### config.mk
export PLATFORM = sky130hd
export DESIGN_NAME = step_tracker
export DESIGN_NICKNAME = d
export VERILOG_FILES = /design/src/rtl/pedo_pkg.sv /design/src/rtl/sync_edge.sv /design/src/rtl/step_tracker.sv
export SDC_FILE = /design/constraint.sdc
export NUM_CORES = 1
export LEC_CHECK = 0
export ABC_AREA = 0
export BUFFER_PORTS_ARGS = -buffer_cell sky130_fd_sc_hd__buf_4
export CAP_MARGIN = 10
export CORE_MARGIN = 2
export CORE_UTILIZATION = 25
export DETAILED_ROUTE_END_ITERATION = 10
export PLACE_DENSITY = 0.38
export SYNTH_ARGS = -nofsm -noshare
export SYNTH_HDL_FRONTEND = slang
export SYNTH_HIERARCHICAL = 1
export SYNTH_SLANG_ARGS = --single-unit
### constraint.sdc
create_clock -name clk -period 3.7 [get_ports clk]
set_input_delay 0.37 -clock clk [delete_from_list [all_inputs] [get_ports clk]]
set_output_delay 0.37 -clock clk [all_outputs]
set_load 0.03 [all_outputs]
### src/rtl/pedo_pkg.sv
// Shared types, encodings and default limits for the pedometer statistics stage.
package pedo_pkg;

  localparam int unsigned STEP_MAX_DEF    = 9999;
  localparam int unsigned OVER_THRESH_DEF = 32;
  localparam int unsigned HIGH_THRESH_DEF = 64;
  localparam int unsigned HIGH_RUN_DEF    = 60;
  localparam int unsigned FIRST_WINDOW    = 9;
  localparam int unsigned DISP_HOLD       = 2;

  localparam int unsigned CNT_W = 16;
  localparam int unsigned WIN_W = 8;
  localparam int unsigned RUN_W = 6;
  localparam int unsigned SEL_W = 2;

  typedef enum logic [1:0] {
    IDLE  = 2'd0,
    BUILD = 2'd1,
    HIGH  = 2'd2
  } act_state_t;

  typedef enum logic [SEL_W-1:0] {
    DISP_STEPS = 2'd0,
    DISP_DIST  = 2'd1,
    DISP_OVER  = 2'd2,
    DISP_HIGH  = 2'd3
  } disp_sel_t;

  // Add with saturation at lim; the carry bit keeps the overflow visible.
  function automatic logic [CNT_W-1:0] sat_add(input logic [CNT_W-1:0] a,
                                               input logic [CNT_W-1:0] b,
                                               input logic [CNT_W-1:0] lim);
    logic [CNT_W:0] sum;
    sum = {1'b0, a} + {1'b0, b};
    if (sum > {1'b0, lim}) sat_add = lim;
    else                   sat_add = sum[CNT_W-1:0];
  endfunction

endpackage

### src/rtl/sync_edge.sv
// Two-flop synchronizer followed by a registered rising-edge detector.
module sync_edge (
  input  logic clk,
  input  logic reset,
  input  logic din,
  output logic evt
);

  logic [2:0] sh;

  always_ff @(posedge clk or posedge reset) begin
    if (reset) begin
      sh  <= 3'b000;
      evt <= 1'b0;
    end else begin
      sh  <= {sh[1:0], din};
      evt <= sh[1] & ~sh[2];
    end
  end

endmodule

### src/rtl/step_tracker.sv
// Pedometer statistics: step total, distance, early over-threshold seconds,
// sustained high-activity time and a rotating display value.
module step_tracker
  import pedo_pkg::*;
#(
  parameter int unsigned STEP_MAX    = STEP_MAX_DEF,
  parameter int unsigned OVER_THRESH = OVER_THRESH_DEF,
  parameter int unsigned HIGH_THRESH = HIGH_THRESH_DEF,
  parameter int unsigned HIGH_RUN    = HIGH_RUN_DEF
) (
  input  logic             clk,
  input  logic             reset,
  input  logic             pulse_in,
  input  logic             sec_in,
  input  logic             enable,
  output logic [CNT_W-1:0] step_count,
  output logic [3:0]       dist_half,
  output logic [3:0]       over32_secs,
  output logic [CNT_W-1:0] high_secs,
  output logic             step_sat,
  output logic [SEL_W-1:0] disp_sel,
  output logic [CNT_W-1:0] disp_value
);

  localparam logic [CNT_W-1:0] STEP_LIM = CNT_W'(STEP_MAX);
  localparam logic [WIN_W-1:0] OVER_T   = WIN_W'(OVER_THRESH);
  localparam logic [WIN_W-1:0] HIGH_T   = WIN_W'(HIGH_THRESH);
  localparam logic [RUN_W-1:0] RUN_T    = RUN_W'(HIGH_RUN);
  localparam logic [WIN_W-1:0] FIRST_T  = WIN_W'(FIRST_WINDOW);
  localparam logic             HOLD_TOP = 1'(DISP_HOLD - 1);

  logic step_evt;
  logic sec_evt;

  sync_edge u_step_sync (.clk(clk), .reset(reset), .din(pulse_in), .evt(step_evt));
  sync_edge u_sec_sync  (.clk(clk), .reset(reset), .din(sec_in),   .evt(sec_evt));

  act_state_t       state, state_nxt;
  logic [RUN_W-1:0] run, run_nxt;
  logic [WIN_W-1:0] win_cnt, win_nxt;
  logic [WIN_W-1:0] elapsed, elapsed_nxt;
  logic [WIN_W-1:0] w;
  logic [CNT_W-1:0] step_nxt, high_nxt;
  logic [3:0]       over_nxt;
  logic             hold, hold_nxt;
  logic [SEL_W-1:0] sel_nxt;

  always_ff @(posedge clk or posedge reset) begin
    if (reset) begin
      state       <= IDLE;
      run         <= '0;
      win_cnt     <= '0;
      elapsed     <= '0;
      step_count  <= '0;
      high_secs   <= '0;
      over32_secs <= '0;
      hold        <= 1'b0;
      disp_sel    <= '0;
    end else begin
      state       <= state_nxt;
      run         <= run_nxt;
      win_cnt     <= win_nxt;
      elapsed     <= elapsed_nxt;
      step_count  <= step_nxt;
      high_secs   <= high_nxt;
      over32_secs <= over_nxt;
      hold        <= hold_nxt;
      disp_sel    <= sel_nxt;
    end
  end

  // Next-state for counters, activity FSM and display rotation.
  always_comb begin
    state_nxt   = state;
    run_nxt     = run;
    win_nxt     = win_cnt;
    elapsed_nxt = elapsed;
    step_nxt    = step_count;
    high_nxt    = high_secs;
    over_nxt    = over32_secs;
    hold_nxt    = hold;
    sel_nxt     = disp_sel;

    // A step landing on the closing edge belongs to the closing window.
    w = (win_cnt == '1) ? win_cnt : win_cnt + WIN_W'(step_evt);

    if (enable && step_evt) begin
      step_nxt = (step_count >= STEP_LIM) ? step_count : step_count + CNT_W'(1);
      win_nxt  = (win_cnt == '1) ? win_cnt : win_cnt + WIN_W'(1);
    end

    if (enable && sec_evt) begin
      elapsed_nxt = (elapsed == '1) ? elapsed : elapsed + WIN_W'(1);
      if (elapsed_nxt <= FIRST_T && w > OVER_T) over_nxt = over32_secs + 4'd1;
      win_nxt = '0;

      if (hold == HOLD_TOP) begin
        hold_nxt = 1'b0;
        sel_nxt  = disp_sel + SEL_W'(1);
      end else begin
        hold_nxt = hold + 1'b1;
      end

      case (state)
        IDLE: begin
          if (w >= HIGH_T) begin
            state_nxt = BUILD;
            run_nxt   = RUN_W'(1);
          end
        end
        BUILD: begin
          if (w < HIGH_T) begin
            state_nxt = IDLE;
            run_nxt   = '0;
          end else begin
            run_nxt = run + RUN_W'(1);
            if (run_nxt == RUN_T) begin
              state_nxt = HIGH;
              high_nxt  = sat_add(high_secs, CNT_W'(HIGH_RUN), STEP_LIM);
            end
          end
        end
        HIGH: begin
          if (w >= HIGH_T) begin
            high_nxt = sat_add(high_secs, CNT_W'(1), STEP_LIM);
          end else begin
            state_nxt = IDLE;
            run_nxt   = '0;
          end
        end
        default: begin
          state_nxt = IDLE;
          run_nxt   = '0;
        end
      endcase
    end
  end

  assign dist_half = step_count[13:10];
  assign step_sat  = (step_count == STEP_LIM);

  always_comb begin
    disp_value = step_count;
    case (disp_sel)
      DISP_STEPS: disp_value = step_count;
      DISP_DIST:  disp_value = {12'd0, dist_half};
      DISP_OVER:  disp_value = {12'd0, over32_secs};
      DISP_HIGH:  disp_value = high_secs;
      default:    disp_value = step_count;
    endcase
  end

endmodule
Word-level counts from Yosys, hierarchy flattened
Cells that the tools add are included.
{"block": "op_classes", "n_addsub": 10, "order_cmp": 7, "eq_ne": 16, "n_mux": 22, "bitwise": 5, "n_reduce_logical": 14}
{"cell": "$mux W16", "count": 5}
{"cell": "$pmux W16 S4", "count": 1}
{"cell": "$mux W8", "count": 5}
{"cell": "$gt A17 B14 Y1 const B", "count": 2}
{"cell": "$pmux W16 S2", "count": 1}
{"cell": "$mux W6", "count": 3}
{"cell": "$pmux W6 S3", "count": 1}
{"cell": "$add A16 B1 Y17 const B", "count": 1}
{"cell": "$add A16 B6 Y17 const B", "count": 1}
{"cell": "$add A16 B1 Y16 const B", "count": 1}
{"cell": "$add A8 B1 Y8 const B", "count": 2}
{"cell": "$eq A16 B14 Y1 const B", "count": 1}
{"cell": "$eq A8 B8 Y1 const B", "count": 2}
{"cell": "$ge A16 B14 Y1 const B", "count": 1}
{"cell": "$ne A2 B2 Y1 const B", "count": 5}
{"cell": "$add A8 B1 Y8", "count": 1}
{"cell": "$ge A8 B7 Y1 const B", "count": 1}
{"cell": "$gt A8 B6 Y1 const B", "count": 1}
{"cell": "$le A8 B4 Y1 const B", "count": 1}
{"cell": "$lt A8 B7 Y1 const B", "count": 1}
{"cell": "$mux W2", "count": 4}
{"cell": "$reduce_and A2 Y1", "count": 4}
{"cell": "$add A6 B1 Y6 const B", "count": 1}
{"cell": "$eq A2 B2 Y1 const B", "count": 3}
{"cell": "17 further kinds", "count": 25}
{"block": "word_totals", "register_bits": 71, "in_bits": 5, "output_inout_bits": 59, "wordCells": 87}

Logic depth before layout (Yosys ltp)
Gate-level depths: netlist of the first run.
{"block": "depth", "ltp_word": 6, "ltp_mapped": 12, "depth_no_buf": 10}

Hierarchy
The synthesis of the first run kept the hierarchy.
{"mod": "step_tracker", "n_inst": 1, "cells_per_inst": 514, "area_per_inst_um2": 4362.9, "seq_area_each_um2": 1576.5}
{"mod": "sync_edge", "n_inst": 2, "cells_per_inst": 6, "area_per_inst_um2": 117.6, "seq_area_each_um2": 100.1}

Worst setup path after synthesis of the first run
No wires, ideal clock.
{"block": "synth_timing", "path_type": "reg2reg", "start": "register high_secs[0]", "end": "register high_secs[10]", "setup_time_ps": 134, "t_arrival_ps": 3068, "required_time_ps": 3566, "setup_slack_ps": 498, "path_stages_with_launch": 12, "n_path_buf": 2, "synth_period_minus_slack_ps": 3202, "cell_sequence": "dfrtp_1 ha_1 clkbuf_1 nand4_1 nor4_1 mux2_2 a2111o_1 a31oi_2 buf_4 nand2_2 a2111oi_4 mux2i_1"}
{"block": "synth_between", "elab_chain_cells": 6, "elab_cells_between_ends": 10, "cone_classes": "add/sub (2); order compare (2); mux (6)"}
{"item": "start, declared", "line_no": "step_tracker.sv:19", "text": "output logic [CNT_W-1:0] high_secs,"}
{"item": "start signal, assigned", "line_no": "step_tracker.sv:65", "text": "high_secs <= high_nxt;"}
{"item": "$add A16 B6 Y17", "line_no": "pedo_pkg.sv:34", "text": "sum = {1'b0, a} + {1'b0, b};"}
{"item": "$gt A17 B14 Y1", "line_no": "pedo_pkg.sv:35", "text": "if (sum > {1'b0, lim}) sat_add = lim;"}
{"item": "$mux W16", "line_no": "pedo_pkg.sv:35"}
{"item": "$mux W16", "line_no": "step_tracker.sv:117", "text": "if (run_nxt == RUN_T) begin"}
{"item": "$mux W16", "line_no": "step_tracker.sv:112", "text": "if (w < HIGH_T) begin"}
{"item": "$pmux W16 S2 *", "line_no": "step_tracker.sv:104", "text": "case (state)"}
Every way passes the cells marked *; elsewhere a longest branch is shown, timed or not. The select of a mux whose other input is x is not followed.
A chain may end at the register's enable or synchronous reset.

Final worst setup path of the first run
{"block": "layout_timing", "start": "register high_secs[1]", "end": "register high_secs[10]"}
The elaborated chain is that of the path after synthesis.

==> results of run 1 <==
-- power by group through the flow --
stage          clock (mW)  combinational, mW  sequential (mW)
3_5_place_dp            0              0.770             1.03
5_1_grt             0.906              0.833             1.03
4_1_cts             0.873              0.773             1.01
3_3_place_gp            0              0.761             1.02
6_report            0.836              0.760             1.01
2_1_floorplan           0              0.467             1.06
-- cells in the final DEF (no fill, tap or decap), drive strengths merged, types with 4 or more instances in the layout --
cell	Yosys	final
clkbuf	15	12
xnor2	21	21
nor4	7	7
a31oi	5	5
buf	15	78
a21oi	20	20
a22oi	4	4
mux2	4	4
nand3	23	23
a222oi	4	4
o22ai	4	4
nor2	39	39
dfrtp	71	71
xor2	9	9
o31ai	4	4
inv	29	30
o21ai	47	47
mux2i	9	9
and3	11	11
and2	5	5
nand2	67	67
nor2b	5	5
or3	4	4
nor3	17	17
nand4	9	9
ha	19	19
-- metal layers --
metal,part of all wire,vias to the layer above,wire length (µm),global-route usage
li1,-,2009,-,-
met1,0.47,1993,6410,0.195
met2,0.46,86,6270,0.227
met3,0.048,16,651,0.0396
met4,0.018,2,244,0.0411
met5,0.00096,-,13,0
-- synth_stat cells, types with 3 or more instances --
library cell / n / share of area
a21o_1: 3 / 0.0049
a21oi_1: 20 / 0.022
a222oi_1: 4 / 0.0087
a22oi_1: 4 / 0.0065
a31oi_1: 4 / 0.0054
and2_1: 5 / 0.0068
and3_1: 11 / 0.015
buf_2: 5 / 0.0054
buf_4: 9 / 0.015
clkbuf_1: 15 / 0.012
dfrtp_1: 71 / 0.39
ha_1: 19 / 0.052
inv_1: 29 / 0.024
mux2_2: 4 / 0.0098
mux2i_1: 9 / 0.020
nand2_1: 66 / 0.054
nand3_1: 22 / 0.024
nand4_1: 7 / 0.0095
nor2_1: 39 / 0.032
nor2b_1: 3 / 0.0041
nor3_1: 17 / 0.019
nor3b_1: 3 / 0.0049
nor4_1: 7 / 0.0095
o211ai_1: 3 / 0.0049
o21ai_0: 45 / 0.049
o22ai_1: 4 / 0.0054
o31ai_1: 4 / 0.0065
or2_2: 3 / 0.0041
or3_1: 4 / 0.0054
or4_1: 3 / 0.0049
xnor2_1: 21 / 0.040
xor2_1: 9 / 0.017
-- state kept, by name, indices dropped and copies added (netlist names) --
name             count
state                2
hold                 1
over32_secs          4
disp_sel             2
step_count          16
win_cnt              8
u_step_sync/sh       3
u_step_sync/evt      1
elapsed              8
u_sec_sync/sh        3
run                  6
u_sec_sync/evt       1
high_secs           16
-- stage by stage --
step                      instances  hold WS, ns  setup slack, ns  area (µm²)  power, mW
after floorplan                 526        0.136            0.498        4600       1.52
after global placement          803        0.282            0.493        5320       1.79
after detailed placement        803        0.287            0.362        5320       1.80
after CTS                       820        0.112            0.352        5610       2.66
after global routing            820        0.114           0.0776        5610       2.77
final                           820        0.132            0.339        5610       2.61
-- layout make-up --
type,instances,area share
clock buffer,12,0.0457
clock inverter,4,0.00513
inverter,29,0.0194
multi-input combinational,396,0.456
sequential,71,0.317
tap,229,0.0510
timing repair buffer,79,0.106
-- kinds of logic after synthesis --
logic type | Yosys count | synth area share
xor gates and xnor gates | 30 | 0.0571
and+or+nand+nor | 207 | 0.231
DFF | 71 | 0.386
muxes | 13 | 0.0294
buffers and inverters | 59 | 0.0569
adders and majority gates | 19 | 0.0517
AOI/OAI and AO/OA | 127 | 0.187
-- final timing paths --
kind | slack [ns] | cells past startpoint | end
max | 0.34 | 10 | high_secs[10]$_DFFE_PP0P_
min | 0.13 | 1 | u_sec_sync/sh[0]$_DFF_PP0_
max reg2reg | 0.34 | 10 | high_secs[10]$_DFFE_PP0P_
min reg2reg | 0.36 | 0 | u_step_sync/sh[1]$_DFF_PP0_
max in group asynchronous | 2.09 | 4 | step_count[7]$_DFFE_PP0P_
min in group asynchronous | 0.47 | 3 | u_sec_sync/sh[0]$_DFF_PP0_
-- timing repair --
item | 4_1_cts | 5_1_grt
gates resized for setup | 0 | 0
hold buffers | 1 | 0
hold endpoints to repair | 8 | 0
==> results.cfg, run 1 <==
[yosys]
synthFlopType = dfrtp_1
ys_seq_area_frac = 0.386
synth.distinct_cells = 71
async_flop_share = 1.00
syn_area_per_cell_um2 = 8.74
synth-seq-cells = 71
synth_edf_count = 0
syn-num-nets = 550
synth_area_mm2 = 0.00460
ys_warn_count = 6
syn-instance-count = 526

[timing]
fin_crit_sh = 0.908
setup_tns_ns = 0
setup_viol = 0
rsz0062_at_grt = false
final_hold_viol_count = 0
finalClockSkew_ns = 0.00554
slew-limit-headroom = 0.304
worst-slew-pin-transition_ns = 1.04
timing.fmax_mhz = 298
slew_viol_final = 0
period_minus_slack_ns = 3.36

[layout]
fill_cells = 1973
areaGrowthSynthToFinish_pct = 22.1
seq_area_mm2 = 0.00178
final_util = 0.311
layout.nets = 610
multi_input_area_mm2 = 0.00256
num_antenna_cells = 0
drive_above_1_share = 0.191

[critical_path]
crit_type = reg2reg
critPathLaunch = high_secs[1]$_DFFE_PP0P_
critPathBufInv = 1
worstReg2RegStart = high_secs[1]$_DFFE_PP0P_
start_kind = flip-flop
slowest_delay_ns = 0.61
crit_required_ns = 3.91
worst_ep_arrival_time_ns = 3.57
worst_path_max_delay_cell = nor4_1
worst-path-max-fanout = 11
cp_top_family = simple AND/OR/NAND/NOR gates
end_kind = flip-flop
cp_cell_sequence = ha_1, nand4_1, nor4_1, nor3b_1, a2111o_1, a31oi_2, buf_4, nand2_2, a2111oi_4, mux2i_1

[clock_network]
clock_sink_count = 71
post_cts_buffers = 0
cts_tree = done
cts_made_buffers = 9
clockBufferDepth = 2
path_clk_slew_ns = 0.06
cts_root_buf = clkbuf_16
clk_latency_ns = 0.34
h-tree-depth = 3

[power]
pwr-share-clk = 0.321
vdd_drop_max_uv = 239
combPwrFrac = 0.291
power_density_mw_per_mm2 = 465
internal-power_mw = 1.65
power_leakage_nw = 2.42
seq_power_share = 0.388
p_sw_uw = 955
swShare = 0.366

[detailed_routing]
drt-vias-per-instance = 5.01
dr_total_vias = 4106
first_pass_iters = 4
drc = 0
wire_per_inst_um = 16.6
route.antenna.remaining_nets = 0
drt-total-wl_mm = 13.6
dr.first_iter.drc_count = 271

[placement]
dp.final_hpwl_mm = 9.97
gp_congestion = 0.826
numPortBuffers = 63

[die]
pin_count = 64
die_y_um = 140
start_util = 0.255
die_w_um = 140
die-area_mm2 = 0.0195
core_area_mm2 = 0.0180
num_rows = 49

[global_routing]
grt_pass1_vias = 4038
antenna_found_initial = 1
grt-ovfl-total = 0
grt_max_degree = 47
grt_pass1_wl_mm = 22.4
grtUsageTotal = 0.144

[run]
cap_viol_max_count = 0

[hold_path]
worstHoldStart = sec_in
hold_class = in2reg

[run_status]
status = completed
No activity file was read; power rests on OpenSTA's default activity.
==> inputs of run 2 (changes only) <==
- CTS_BUF_LIST: not set -> sky130_fd_sc_hd__clkbuf_8 sky130_fd_sc_hd__clkbuf_16
- clock period: 3.7 -> 4.3 ns (I/O delays scaled with it)
==> run 2 against run 1 <==
Effect of this change: clock-buffer cell count down 3; wire length about the same; largest power group unchanged; clock power up 0.6%; critical endpoint is now high_secs[8]$_DFFE_PP0P_; global-route usage down 0.36 points; via count down 0.27%; highest routed layer is now met4.
==> results.cfg, run 2 (synthesized netlist as in run 1, its figures left out) <==
[run]
cap_viol_max_count = 0

[critical_path]
critPathLaunch = high_secs[2]$_DFFE_PP0P_
worstReg2RegStart = high_secs[2]$_DFFE_PP0P_
reg2reg_to = high_secs[8]$_DFFE_PP0P_
crit_type = reg2reg
worst_ep_arrival_time_ns = 3.83
ff2ff_setup_slack_ns = 0.74
r2r_cells = 11
crit_required_ns = 4.57
crit_end = high_secs[8]$_DFFE_PP0P_
worst-path-max-fanout = 14
end_kind = flip-flop
start_kind = flip-flop

[detailed_routing]
wire_per_inst_um = 16.8
dr_total_vias = 4095
dr.first_iter.drc_count = 238
first_pass_iters = 5
route.antenna.remaining_nets = 0
drt-total-wl_mm = 13.6
drt-vias-per-instance = 5.06
drc = 0

[layout]
layout.nets = 600
reg_top3 = high_secs: 16 flops, step_count: 16 flops
drive_above_1_share = 0.179
layout_commonest_cell = dfrtp_1
areaGrowthSynthToFinish_pct = 21.4
num_antenna_cells = 0
fin_cells = 810
final_cell_mix = dfrtp_1 (71), buf_4 (68), nand2_1 (66), o21ai_0 (45), nor2_1 (39)

[timing]
setup_tns_ns = 0
fin_crit_sh = 0.829
finalClockSkew_ns = 0.00928
setup_viol = 0
timing.fmax_mhz = 281
rsz0062_at_grt = false
slew_viol_final = 0
final_hold_viol_count = 0
period_minus_slack_ns = 3.56
worst-slew-pin-transition_ns = 1.04
hold_slack_ns = 0.186
slew-limit-headroom = 0.307

[clock_network]
h-tree-depth = 3
cts_tree = done
clk_latency_ns = 0.35
cts_made_buffers = 9
clockBufferDepth = 2
path_clk_slew_ns = 0.06
post_cts_buffers = 0
clock_sink_count = 71
cts_root_buf = clkbuf_16

[power]
power_leakage_nw = 2.40
vdd_drop_max_uv = 244
power_density_mw_per_mm2 = 423

[global_routing]
grt_pass1_wl_mm = 21.8
antenna_found_initial = 0
grt-ovfl-total = 0
grt_max_degree = 46
grt_pass1_vias = 3982
grtUsageTotal = 0.140

[die]
start_util = 0.255
num_rows = 49
die_y_um = 140
core_area_mm2 = 0.0180
pin_count = 64
die_w_um = 140
die-area_mm2 = 0.0195

[hold_path]
hold_class = in2reg

[placement]
gp_congestion = 0.858
dpl.cell_count = 793
numPortBuffers = 63
dp.final_hpwl_mm = 9.75

[run_status]
status = completed
run 2: repair_timing:
action,CTS,global route
hold endpoints to repair,8,0
hold buffers,1,0
resized for setup,0,0
endpoints found under the setup margin,0,0
run 2: per-stage QoR:
stage	power, mW	instance area (µm²)	util	setup slack (ns)
2_1_floorplan	1.31	4600	-	1.10
3_3_place_gp	1.53	5240	0.291	1.01
3_5_place_dp	1.53	5240	0.291	0.797
4_1_cts	2.40	5580	0.310	0.781
5_1_grt	2.49	5580	0.310	0.537
6_report	2.36	5580	0.310	0.736
run 2: where the power goes:
group / total (mW) / switching, mW / internal [mW]
Sequential: 0.869 / 0.121 / 0.749
Clock: 0.841 / 0.326 / 0.515
Combinational: 0.648 / 0.401 / 0.247
Total: 2.36 / 0.848 / 1.51
run 2: worst min path at each step:
| stage | start | endpoint | slack (ns) | depth (start not counted) |
|---|---|---|---|---|
| 2_1_floorplan | reset | u_sec_sync/evt$_DFF_PP0_ | 0.20 | 1 |
| 3_3_place_gp | reset | u_step_sync/evt$_DFF_PP0_ | 0.34 | 2 |
| 3_5_place_dp | reset | u_step_sync/evt$_DFF_PP0_ | 0.34 | 2 |
| 4_1_cts | sec_in | u_sec_sync/sh[0]$_DFF_PP0_ | 0.17 | 1 |
| 5_1_grt | sec_in | u_sec_sync/sh[0]$_DFF_PP0_ | 0.18 | 1 |
| 6_report | sec_in | u_sec_sync/sh[0]$_DFF_PP0_ | 0.19 | 1 |
run 2: metal layers:
metal  up-vias  share of wire  global-route usage
met3        14          0.040              0.0262
met4         0          0.017              0.0511
li1       2007              -                   -
met5         -              0                   0
met2        75           0.47               0.226
met1      1999           0.48               0.189
run 2: cell type report:
type                    instances  area [µm²]
fillers                      1929       12400
multi-input cells             396        2560
flip-flops and latches         71        1780
repair buffers                 69         520
well taps                     229         287
clock buffers                   9         225
inverters                      29         109
clock inverters                 7         104
run 2: critical path, cell delays in order, from the launching register on:
cell	delay, ns
dfrtp_1	0.57
inv_1	0.18
ha_1	0.27
or3b_2	0.52
or4b_1	0.54
o211ai_1	0.13
a311o_1	0.19
o21ai_1	0.08
buf_4	0.21
a221oi_1	0.47
o21ai_0	0.16
mux2i_1	0.16
